[src/rtl/decode_stage_nway.sv]
// N-way RV64 decode stage: per-lane combinational decode feeding a registered
// output stage with a one-group skid buffer for full valid/ready decoupling.

module decode_lane #(
  parameter int XLEN = 64
) (
  input  logic            en,
  input  logic [31:0]     inst,
  output logic [4:0]      rs1_addr,
  output logic [4:0]      rs2_addr,
  output logic            rs1_re,
  output logic            rs2_re,
  output logic [4:0]      rd_addr,
  output logic            rd_we,
  output logic [XLEN-1:0] imm,
  output logic [6:0]      opcode,
  output logic [2:0]      funct3,
  output logic [6:0]      funct7,
  output logic [5:0]      shamt,
  output logic            mul,
  output logic            illegal
);
  localparam logic [6:0] OP_LUI    = 7'b0110111, OP_AUIPC = 7'b0010111,
                         OP_JAL    = 7'b1101111, OP_JALR  = 7'b1100111,
                         OP_BRANCH = 7'b1100011, OP_LOAD  = 7'b0000011,
                         OP_STORE  = 7'b0100011, OP_IMM   = 7'b0010011,
                         OP_OP     = 7'b0110011, OP_SYS   = 7'b1110011,
                         OP_IMM32  = 7'b0011011, OP_OP32  = 7'b0111011,
                         OP_AMO    = 7'b0101111, OP_FP    = 7'b1010011;

  logic [6:0]         op;
  logic [2:0]         f3;
  logic               known, sys_nz, wr_op;
  logic signed [31:0] imm32;

  always_comb begin
    op     = inst[6:0];
    f3     = inst[14:12];
    known  = en && (op inside {OP_LUI, OP_AUIPC, OP_JAL, OP_JALR, OP_BRANCH,
                               OP_LOAD, OP_STORE, OP_IMM, OP_OP, OP_SYS,
                               OP_IMM32, OP_OP32, OP_AMO, OP_FP});
    sys_nz = (f3 != 3'b000);

    rs1_re = known && !(op inside {OP_LUI, OP_AUIPC, OP_JAL}) && !(op == OP_SYS && !sys_nz);
    rs2_re = known && (op inside {OP_BRANCH, OP_STORE, OP_OP, OP_OP32, OP_AMO, OP_FP});
    rs1_addr = rs1_re ? inst[19:15] : 5'd0;
    rs2_addr = rs2_re ? inst[24:20] : 5'd0;

    // mul ops keep their rd field but never write through this path
    mul     = known && (op inside {OP_OP, OP_OP32}) && (inst[31:25] == 7'b0000001);
    wr_op   = known && !(op inside {OP_BRANCH, OP_STORE}) && !(op == OP_SYS && !sys_nz);
    rd_addr = wr_op ? inst[11:7] : 5'd0;
    rd_we   = wr_op && !mul && (rd_addr != 5'd0);

    imm32 = '0;
    if (known) begin
      case (op)
        OP_LOAD, OP_IMM, OP_IMM32, OP_JALR, OP_SYS:
          imm32 = {{20{inst[31]}}, inst[31:20]};
        OP_STORE:
          imm32 = {{20{inst[31]}}, inst[31:25], inst[11:7]};
        OP_BRANCH:
          imm32 = {{19{inst[31]}}, inst[31], inst[7], inst[30:25], inst[11:8], 1'b0};
        OP_LUI, OP_AUIPC:
          imm32 = {inst[31:12], 12'b0};
        OP_JAL:
          imm32 = {{11{inst[31]}}, inst[31], inst[19:12], inst[20], inst[30:21], 1'b0};
        default: imm32 = '0;
      endcase
    end
    imm = XLEN'(imm32);

    shamt = '0;
    if (en && op == OP_IMM &&
        ((f3 == 3'b001 && inst[31:26] == 6'b000000) ||
         (f3 == 3'b101 && (inst[31:26] == 6'b000000 || inst[31:26] == 6'b010000))))
      shamt = inst[25:20];

    opcode  = en ? op          : 7'd0;
    funct3  = en ? f3          : 3'd0;
    funct7  = en ? inst[31:25] : 7'd0;
    illegal = en && ((inst[1:0] != 2'b11) || !known);
  end
endmodule

module decode_stage_nway #(
  parameter int WAYS  = 2,
  parameter int XLEN  = 64,
  parameter int PID_W = 2
) (
  input  logic                  clk,
  input  logic                  rst,
  input  logic                  flush_i,
  input  logic                  valid_i,
  output logic                  ready_o,
  input  logic [WAYS-1:0]       way_mask_i,
  input  logic [WAYS*PID_W-1:0] pID_i,
  input  logic [WAYS*32-1:0]    inst_i,
  input  logic [WAYS*32-1:0]    instAddr_i,
  input  logic [WAYS*XLEN-1:0]  rs1ReadData_i,
  input  logic [WAYS*XLEN-1:0]  rs2ReadData_i,
  output logic [WAYS*5-1:0]     rs1Addr_o,
  output logic [WAYS*5-1:0]     rs2Addr_o,
  output logic [WAYS-1:0]       rs1ReadEnable_o,
  output logic [WAYS-1:0]       rs2ReadEnable_o,
  output logic                  valid_o,
  input  logic                  ready_i,
  output logic [WAYS-1:0]       way_mask_o,
  output logic [WAYS*PID_W-1:0] pID_o,
  output logic [WAYS*32-1:0]    instAddr_o,
  output logic [WAYS*5-1:0]     rdAddr_o,
  output logic [WAYS-1:0]       rdWriteEnable_o,
  output logic [WAYS*XLEN-1:0]  rs1ReadData_o,
  output logic [WAYS*XLEN-1:0]  rs2ReadData_o,
  output logic [WAYS*XLEN-1:0]  imm_o,
  output logic [WAYS*7-1:0]     opCode_o,
  output logic [WAYS*3-1:0]     funct3_o,
  output logic [WAYS*7-1:0]     funct7_o,
  output logic [WAYS*6-1:0]     shamt_o,
  output logic [WAYS-1:0]       mul_o,
  output logic [WAYS-1:0]       illegal_o
);
  typedef struct packed {
    logic [WAYS-1:0]                way_mask;
    logic [WAYS-1:0][PID_W-1:0]     pid;
    logic [WAYS-1:0][31:0]          pc;
    logic [WAYS-1:0][4:0]           rd;
    logic [WAYS-1:0]                rd_we;
    logic [WAYS-1:0][XLEN-1:0]      rs1_data;
    logic [WAYS-1:0][XLEN-1:0]      rs2_data;
    logic [WAYS-1:0][XLEN-1:0]      imm;
    logic [WAYS-1:0][6:0]           opcode;
    logic [WAYS-1:0][2:0]           funct3;
    logic [WAYS-1:0][6:0]           funct7;
    logic [WAYS-1:0][5:0]           shamt;
    logic [WAYS-1:0]                mul;
    logic [WAYS-1:0]                illegal;
  } grp_t;

  logic [WAYS-1:0][4:0]      l_rd;
  logic [WAYS-1:0]           l_we, l_mul, l_ill;
  logic [WAYS-1:0][XLEN-1:0] l_imm;
  logic [WAYS-1:0][6:0]      l_op, l_f7;
  logic [WAYS-1:0][2:0]      l_f3;
  logic [WAYS-1:0][5:0]      l_sh;

  grp_t dec, out_q, skid_q;
  logic out_v, skid_v, acc, xfer;

  for (genvar g = 0; g < WAYS; g++) begin : g_lane
    decode_lane #(.XLEN(XLEN)) u_lane (
      .en       (way_mask_i[g]),
      .inst     (inst_i[g*32 +: 32]),
      .rs1_addr (rs1Addr_o[g*5 +: 5]),
      .rs2_addr (rs2Addr_o[g*5 +: 5]),
      .rs1_re   (rs1ReadEnable_o[g]),
      .rs2_re   (rs2ReadEnable_o[g]),
      .rd_addr  (l_rd[g]),
      .rd_we    (l_we[g]),
      .imm      (l_imm[g]),
      .opcode   (l_op[g]),
      .funct3   (l_f3[g]),
      .funct7   (l_f7[g]),
      .shamt    (l_sh[g]),
      .mul      (l_mul[g]),
      .illegal  (l_ill[g])
    );
  end

  always_comb begin
    dec          = '0;
    dec.way_mask = way_mask_i;
    dec.pid      = pID_i;
    dec.pc       = instAddr_i;
    dec.rd       = l_rd;
    dec.rd_we    = l_we;
    dec.rs1_data = rs1ReadData_i;
    dec.rs2_data = rs2ReadData_i;
    dec.imm      = l_imm;
    dec.opcode   = l_op;
    dec.funct3   = l_f3;
    dec.funct7   = l_f7;
    dec.shamt    = l_sh;
    dec.mul      = l_mul;
    dec.illegal  = l_ill;
  end

  // ready depends only on state, so ready_i never reaches ready_o combinationally
  assign ready_o = ~skid_v;
  assign acc     = valid_i & ready_o & ~flush_i;
  assign xfer    = out_v & ready_i;

  always_ff @(posedge clk) begin
    if (rst) begin
      out_v  <= 1'b0;
      skid_v <= 1'b0;
      out_q  <= '0;
      skid_q <= '0;
    end else if (flush_i) begin
      out_v  <= 1'b0;
      skid_v <= 1'b0;
    end else if (xfer || !out_v) begin
      // OUT is free this cycle: the older skid group always goes first
      if (skid_v) begin
        out_q  <= skid_q;
        out_v  <= 1'b1;
        skid_v <= 1'b0;
      end else if (acc) begin
        out_q <= dec;
        out_v <= 1'b1;
      end else begin
        out_v <= 1'b0;
      end
    end else if (acc) begin
      skid_q <= dec;
      skid_v <= 1'b1;
    end
  end

  assign valid_o         = out_v;
  assign way_mask_o      = out_q.way_mask;
  assign pID_o           = out_q.pid;
  assign instAddr_o      = out_q.pc;
  assign rdAddr_o        = out_q.rd;
  assign rdWriteEnable_o = out_q.rd_we;
  assign rs1ReadData_o   = out_q.rs1_data;
  assign rs2ReadData_o   = out_q.rs2_data;
  assign imm_o           = out_q.imm;
  assign opCode_o        = out_q.opcode;
  assign funct3_o        = out_q.funct3;
  assign funct7_o        = out_q.funct7;
  assign shamt_o         = out_q.shamt;
  assign mul_o           = out_q.mul;
  assign illegal_o       = out_q.illegal;
endmodule

[config.mk]
export PLATFORM = sky130hd
export DESIGN_NAME = decode_stage_nway
export DESIGN_NICKNAME = d
export VERILOG_FILES = /design/src/rtl/decode_stage_nway.sv
export SDC_FILE = /design/constraint.sdc
export NUM_CORES = 2
export LEC_CHECK = 0
export BUFFER_PORTS_ARGS = -buffer_cell sky130_fd_sc_hd__buf_2
export CAP_MARGIN = 30
export CORE_UTILIZATION = 26
export DETAILED_ROUTE_END_ITERATION = 16
export PLACE_DENSITY_LB_ADDON = 0.2
export SKIP_LAST_GASP = 1
export SLEW_MARGIN = 20
export SYNTH_ARGS = -nofsm -noshare
export SYNTH_HDL_FRONTEND = slang
export SYNTH_SLANG_ARGS = --single-unit
[constraint.sdc]
create_clock -name clk -period 3.2 [get_ports clk]
set_input_delay 0.16 -clock clk [delete_from_list [all_inputs] [get_ports clk]]
set_output_delay 0.16 -clock clk [all_outputs]
set_load 0.03 [all_outputs]
After elaboration in Yosys (flattened, before gate mapping)
Index checks and enable logic that the tools add are counted.
- register bits: 970
- input port bits: 395
- output and inout port bits: 542
- word-level logic and storage cells: 193
- equal/unequal tests: 38
- mux-type cells: 22
- bitwise operators: 6
- reduce and logical (&&, ||, !) cells: 77
- operators by type and width (operator ; count):
    $mux W516 ; 2
    $pmux W32 S5 ; 2
    $eq A7 B6 Y1 const B ; 10
    $eq A7 B7 Y1 const B ; 10
    $mux W32 ; 2
    $eq A7 B5 Y1 const B ; 6
    $logic_and A1 B1 Y1 ; 32
    $mux W5 ; 6
    $mux W7 ; 4
    $reduce_bool A14 Y1 ; 2
    $eq A7 B1 Y1 const B ; 2
    $eq A7 B2 Y1 const B ; 2
    $logic_not A1 Y1 ; 13
    $eq A6 B5 Y1 const B ; 2
    $logic_not A6 Y1 ; 2
    $mux W6 ; 2
    $reduce_bool A3 Y1 ; 4
    $reduce_bool A6 Y1 ; 2
    $reduce_bool A2 Y1 ; 5
    $reduce_bool A5 Y1 ; 2
    $reduce_or A5 Y1 ; 2
    $logic_or A1 B1 Y1 ; 7
    $eq A3 B1 Y1 const B ; 2
    $eq A3 B3 Y1 const B ; 2
    8 further kinds ; 18

Depth between registers and ports, before layout
- depth after elaboration: 10
- gate-level depth with buffers: 9
- mapped depth without buffers: 5

By module
From an unflattened synthesis, not the netlist that was laid out.
- cells, all modules: 5733
- area total of the unflattened synthesis: 52970.8 sq um
- by module, submodules not included (module ; instances ; cells an instance ; area an instance (sq um) ; sequential area each (sq um)):
    decode_stage_nway ; 1 ; 5289 ; 50235.7 ; 20699.9
    decode_lane ; 2 ; 222 ; 1367.6 ; 0.0

Least setup slack after synthesis
Ideal clock, no wire load.
- path type: register -> register
- from: register out_v, in the netlist valid_o
- to: register out_q (netlist bit instAddr_o[0])
- setup time: 0.137 ns
- data arrival time: 1.945 ns
- data required time: 3.063 ns
- setup slack: 1.117 ns
- cell stages (with the launch flop): 7
- clock period less this slack: 2.083 ns
- cells stage by stage: dfxtp_1 -> nor2b_1 -> nor3_1 -> buf_2 -> clkbuf_1 -> clkbuf_1 -> a211oi_1
- longest elaborated chain between the ends: 3
- elaborated cells between the ends (all ways): 4
- those cells by class: bitwise (1); reduce/logical (3)
- RTL lines (element ; line ; text):
    from (decl) ; 148 ; logic out_v, skid_v, acc, xfer;
    from (signal assigned) ; 195 ; out_v <= 1'b0;
    from (signal assigned) ; 200 ; out_v <= 1'b0;
    from (signal assigned) ; 206 ; out_v <= 1'b1;
    $and A1 B1 Y1 or $logic_not A1 Y1 (tied branches) ; 191, 202 ;
    $logic_or A1 B1 Y1 (*) ; 202 ; end else if (xfer || !out_v) begin
    $reduce_and A3 Y1 (no source line) (*) ; - ;
    to (signal assigned) ; 205 ; out_q <= skid_q;
    to (decl) ; 147 ; grp_t dec, out_q, skid_q;
Every way passes the cells marked *; elsewhere a longest branch is shown, timed or not.
A chain may end at the register's enable or synchronous reset.

Worst setup path after layout
- from: input inst_i[34]
- to: output rs1Addr_o[8]
- longest elaborated chain between the ends: 6
- elaborated cells between the ends (all ways): 23
- those cells by class: eq/ne (14); mux (1); reduce/logical (8)
- RTL lines (element ; line ; text):
    from (decl) ; 98 ; input logic [WAYS*32-1:0] inst_i,
    $eq A7 B6 Y1, or another cell as far along ; 39, 44 ;
    $reduce_bool A14 Y1 or $reduce_bool A3 Y1 (tied branches) ; 39, 44 ;
    $logic_and A1 B1 Y1 or $logic_not A1 Y1 (tied branches) ; 39, 44 ;
    $logic_and A1 B1 Y1 ; 44 ; rs1_re = known && !(op inside {OP_LUI, OP_AUIPC, OP_JAL}) && !(op == OP_SYS && !sys_nz);
    $logic_and A1 B1 Y1 (*) ; 44 ;
    $mux W5 (*) ; 46 ; rs1_addr = rs1_re ? inst[19:15] : 5'd0;
    to (decl) ; 102 ; output logic [WAYS*5-1:0] rs1Addr_o,
Marked as above.

==> flow_summary.ini <==
[final_layout]
fin_cells = 7403
drive_above_1_share = 0.220
syn2layout_area_growth_pct = 36.8
layout.nets = 5831
fin_area_um2 = 50400
nFillCells = 14700

[pwr]
combPwrFrac = 0.133
power_density_nw_per_um2 = 553
power.total_mw = 27.9
ir_drop_mv = 0.401
internal_power_mw = 20.1
p_leak_nw = 19.1
p_sw_frac = 0.279
switchingPower_mw = 7.78
seqPwrFrac = 0.427
p_clk_frac = 0.440

[critical_path]
rr_startpoint = skid_v
cp_data_required_time_ps = 3040
path_class = in -> out
crit_fanout = 24
critical_path.reg2reg.endpoint = skid_q[44]
reg2reg_depth = 7
end_kind = output pin
cp.arrival_ps = 2810
rrSetupSlack_ps = 410
worst_setup_path_start_kind = input port

[sta]
worst_pin_slew_ps = 1060
timing.hold.ws_ps = 227
period_minus_slack_ps = 2970
fin_crit_sh = 0.927
fmax_mhz = 337
rsz0062_at_grt = false
slew_violations = 0
timing.setup.tns_ps = 0
finalHoldViolCount = 0
relSlewSlack = 0.291
fin_worst_skew_ps = 54.7
setup_viol = 0

[cts]
cts_tree = done
clock_latency_ps = 720
ctsHtreeMaxLevel = 3
clkSinkCount = 906
cts_root_buffer = clkbuf_16
cts_made_buffers = 104
clock_path_buffers = 3
clkTransAtPathRegs_ps = 60

[logic_synthesis]
synth-xor-area-share = 0
synthMuxAreaShare = 0.0897
ys_ff_latch = 906
synthTopCellsByCount = 906 x dfxtp_1, 831 x nand2_1, 496 x a21oi_1, 436 x nor2_1, 378 x a211oi_1
synth-simple-area-share = 0.174
async_reset_ff_frac = 0
yosysWarningCount = 0
syn_area_um2 = 36800
synth_top_family_by_area = compound AO/OA/AOI/OAI gates
synth_cell_types = 66
synth_top_area_frac = 0.492
yosys.area_share.adder = 0.000272
ys_top_cells_by_area = dfxtp_1 49%, mux2i_1 9.0%, nand2_1 8.5%
synth_edf_count = 0
synth_compound_area_frac = 0.188
synth_most_common_cell = dfxtp_1
yosysSeqAreaShare = 0.492
synth_area_leader_cell = dfxtp_1
synthCells = 4366
syn_area_per_cell_um2 = 8.44
synth_flop_cell = dfxtp_1
syn_nets = 4761

[min_path]
hold_end = skid_q[466]
min_path_cells = 4
hp-start = instAddr_i[20]
hp-class = in -> reg

[detailed_routing]
wl_per_cell_um = 19.0
routed_via_density = 4.71
route.detailed.drc = 0
drt-total-wl_mm = 141
dr_total_vias = 34900
antenna_left = 0
drt-initial-drc-count = 1942
drt_pass1_iterations = 5

[grt]
grt_pass1_wl_mm = 206
antenna_found_initial = 9
grt_overflow = 0
grt_pass1_vias = 32400
grt_util_all_layers = 0.185
grt_max_degree = 151

[placement]
gp_congestion = 0.840
dp_hpwl_mm = 94.4
dp.cells = 6802
postPlaceCellArea_um2 = 42800
numPortBuffers = 936

[die]
die_x_um = 378
dieArea_um2 = 143000
rows = 137
num_io_pins = 937
fp.coreArea_um2 = 140000
start_util = 0.263
die_h_um = 378

[job]
max_cap_violations = 0

[run_status]
status = completed
-- cell type report --
type,count,area (um2),area share
Clock buffer,151,3010,0.0597
Timing Repair Buffer,1420,9620,0.191
Sequential cell,906,18100,0.360
Inverter,15,56.3,0.00112
Antenna cell,8,20.0,0.000397
Multi-Input combinational cell,2989,16700,0.331
Clock inverter,38,507,0.0101
Tap cell,1876,2350,0.0466
-- logic make-up (layout without fill, tap and decap cells) --
| group | Yosys count | after routing |
|---|---|---|
| and+or+nand+nor | 1540 | 1540 |
| AOI/OAI and AO/OA | 1118 | 1118 |
| DFF | 906 | 906 |
| buffers and inverters | 471 | 1624 |
| muxes | 330 | 330 |
| adders and majority gates | 1 | 1 |
| other | 0 | 8 |
-- critical path, stage by stage --
cell and delay, ps:
dlygate4sd3_1 540, buf_2 260, maj3_1 430, o221ai_1 230, nand2_1 170, a211oi_1 460
buf_4 230, and2_1 130, buf_2 190
-- stage by stage --
step | utilization | setup WS, ps
after floorplan | - | 1120
after global placement | 0.306 | 545
after detailed placement | 0.306 | 482
after CTS | 0.360 | 23.9
after global routing | 0.360 | 161
final | 0.360 | 234
-- timing repair --
action                     in CTS  in global routing
setup endpoints to repair       0                  1
hold buffers                  402                  0
buffers inserted                0                  1
gates resized for setup         0                  3
hold endpoints to repair      867                  0
-- routing by layer --
metal | vias up | global-route usage | share of wire
met5 | - | 0 | 0.00018
met4 | 4 | 0.0490 | 0.022
met3 | 171 | 0.0431 | 0.059
met2 | 859 | 0.305 | 0.47
met1 | 16500 | 0.242 | 0.44
li1 | 17300 | - | -
-- worst max-delay path by stage --
stage	from	to	slack, ps	cells past startpoint
after floorplan	valid_o	instAddr_o[0]	1120	6
after global placement	inst_i[38]	skid_q[125]	540	6
after detailed placement	inst_i[38]	skid_q[142]	480	6
after CTS	skid_v	skid_q[44]	20	7
after global routing	inst_i[34]	rs1Addr_o[7]	160	9
final	inst_i[34]	rs1Addr_o[8]	230	9
-- power by group through the flow --
stage / clock network (mW) / logic [mW] / registers, mW
6_report: 12.3 / 3.70 / 11.9
5_1_grt: 13.1 / 3.97 / 12.0
4_1_cts: 12.6 / 3.72 / 11.9
3_5_place_dp: 0 / 3.30 / 12.2
3_3_place_gp: 0 / 3.29 / 12.1
2_1_floorplan: 0 / 1.30 / 12.9
-- registers in the layout (all words and copies together) (netlist names) --
name             flops
instAddr_o          64
pID_o                4
skid_v               1
funct7_o            14
rs1ReadData_o      128
rs2ReadData_o      128
shamt_o             12
mul_o                2
rdWriteEnable_o      2
skid_q             452
illegal_o            2
way_mask_o           2
funct3_o             6
valid_o              1
opCode_o            14
imm_o               64
rdAddr_o            10
-- layout by cell type (no fill, tap or decap), types with 9 or more instances in the layout --
cell           instances
a211oi_1             378
a21oi_1              496
a221oi_1              33
a22o_1                15
a22oi_1               16
and2_1                19
and3_1                31
buf_12                21
buf_2                936
buf_4                 58
clkbuf_1              25
clkbuf_16            106
clkbuf_8              21
clkinv_2              17
dfxtp_1              904
dlygate4sd3_1        402
inv_1                 13
mux2i_1              330
nand2_1              831
nand3_1               61
nor2_1               434
nor2b_1                9
nor3_1                68
o21ai_0              136
or3_1                 25
Power figures use the tool's default switching activity.
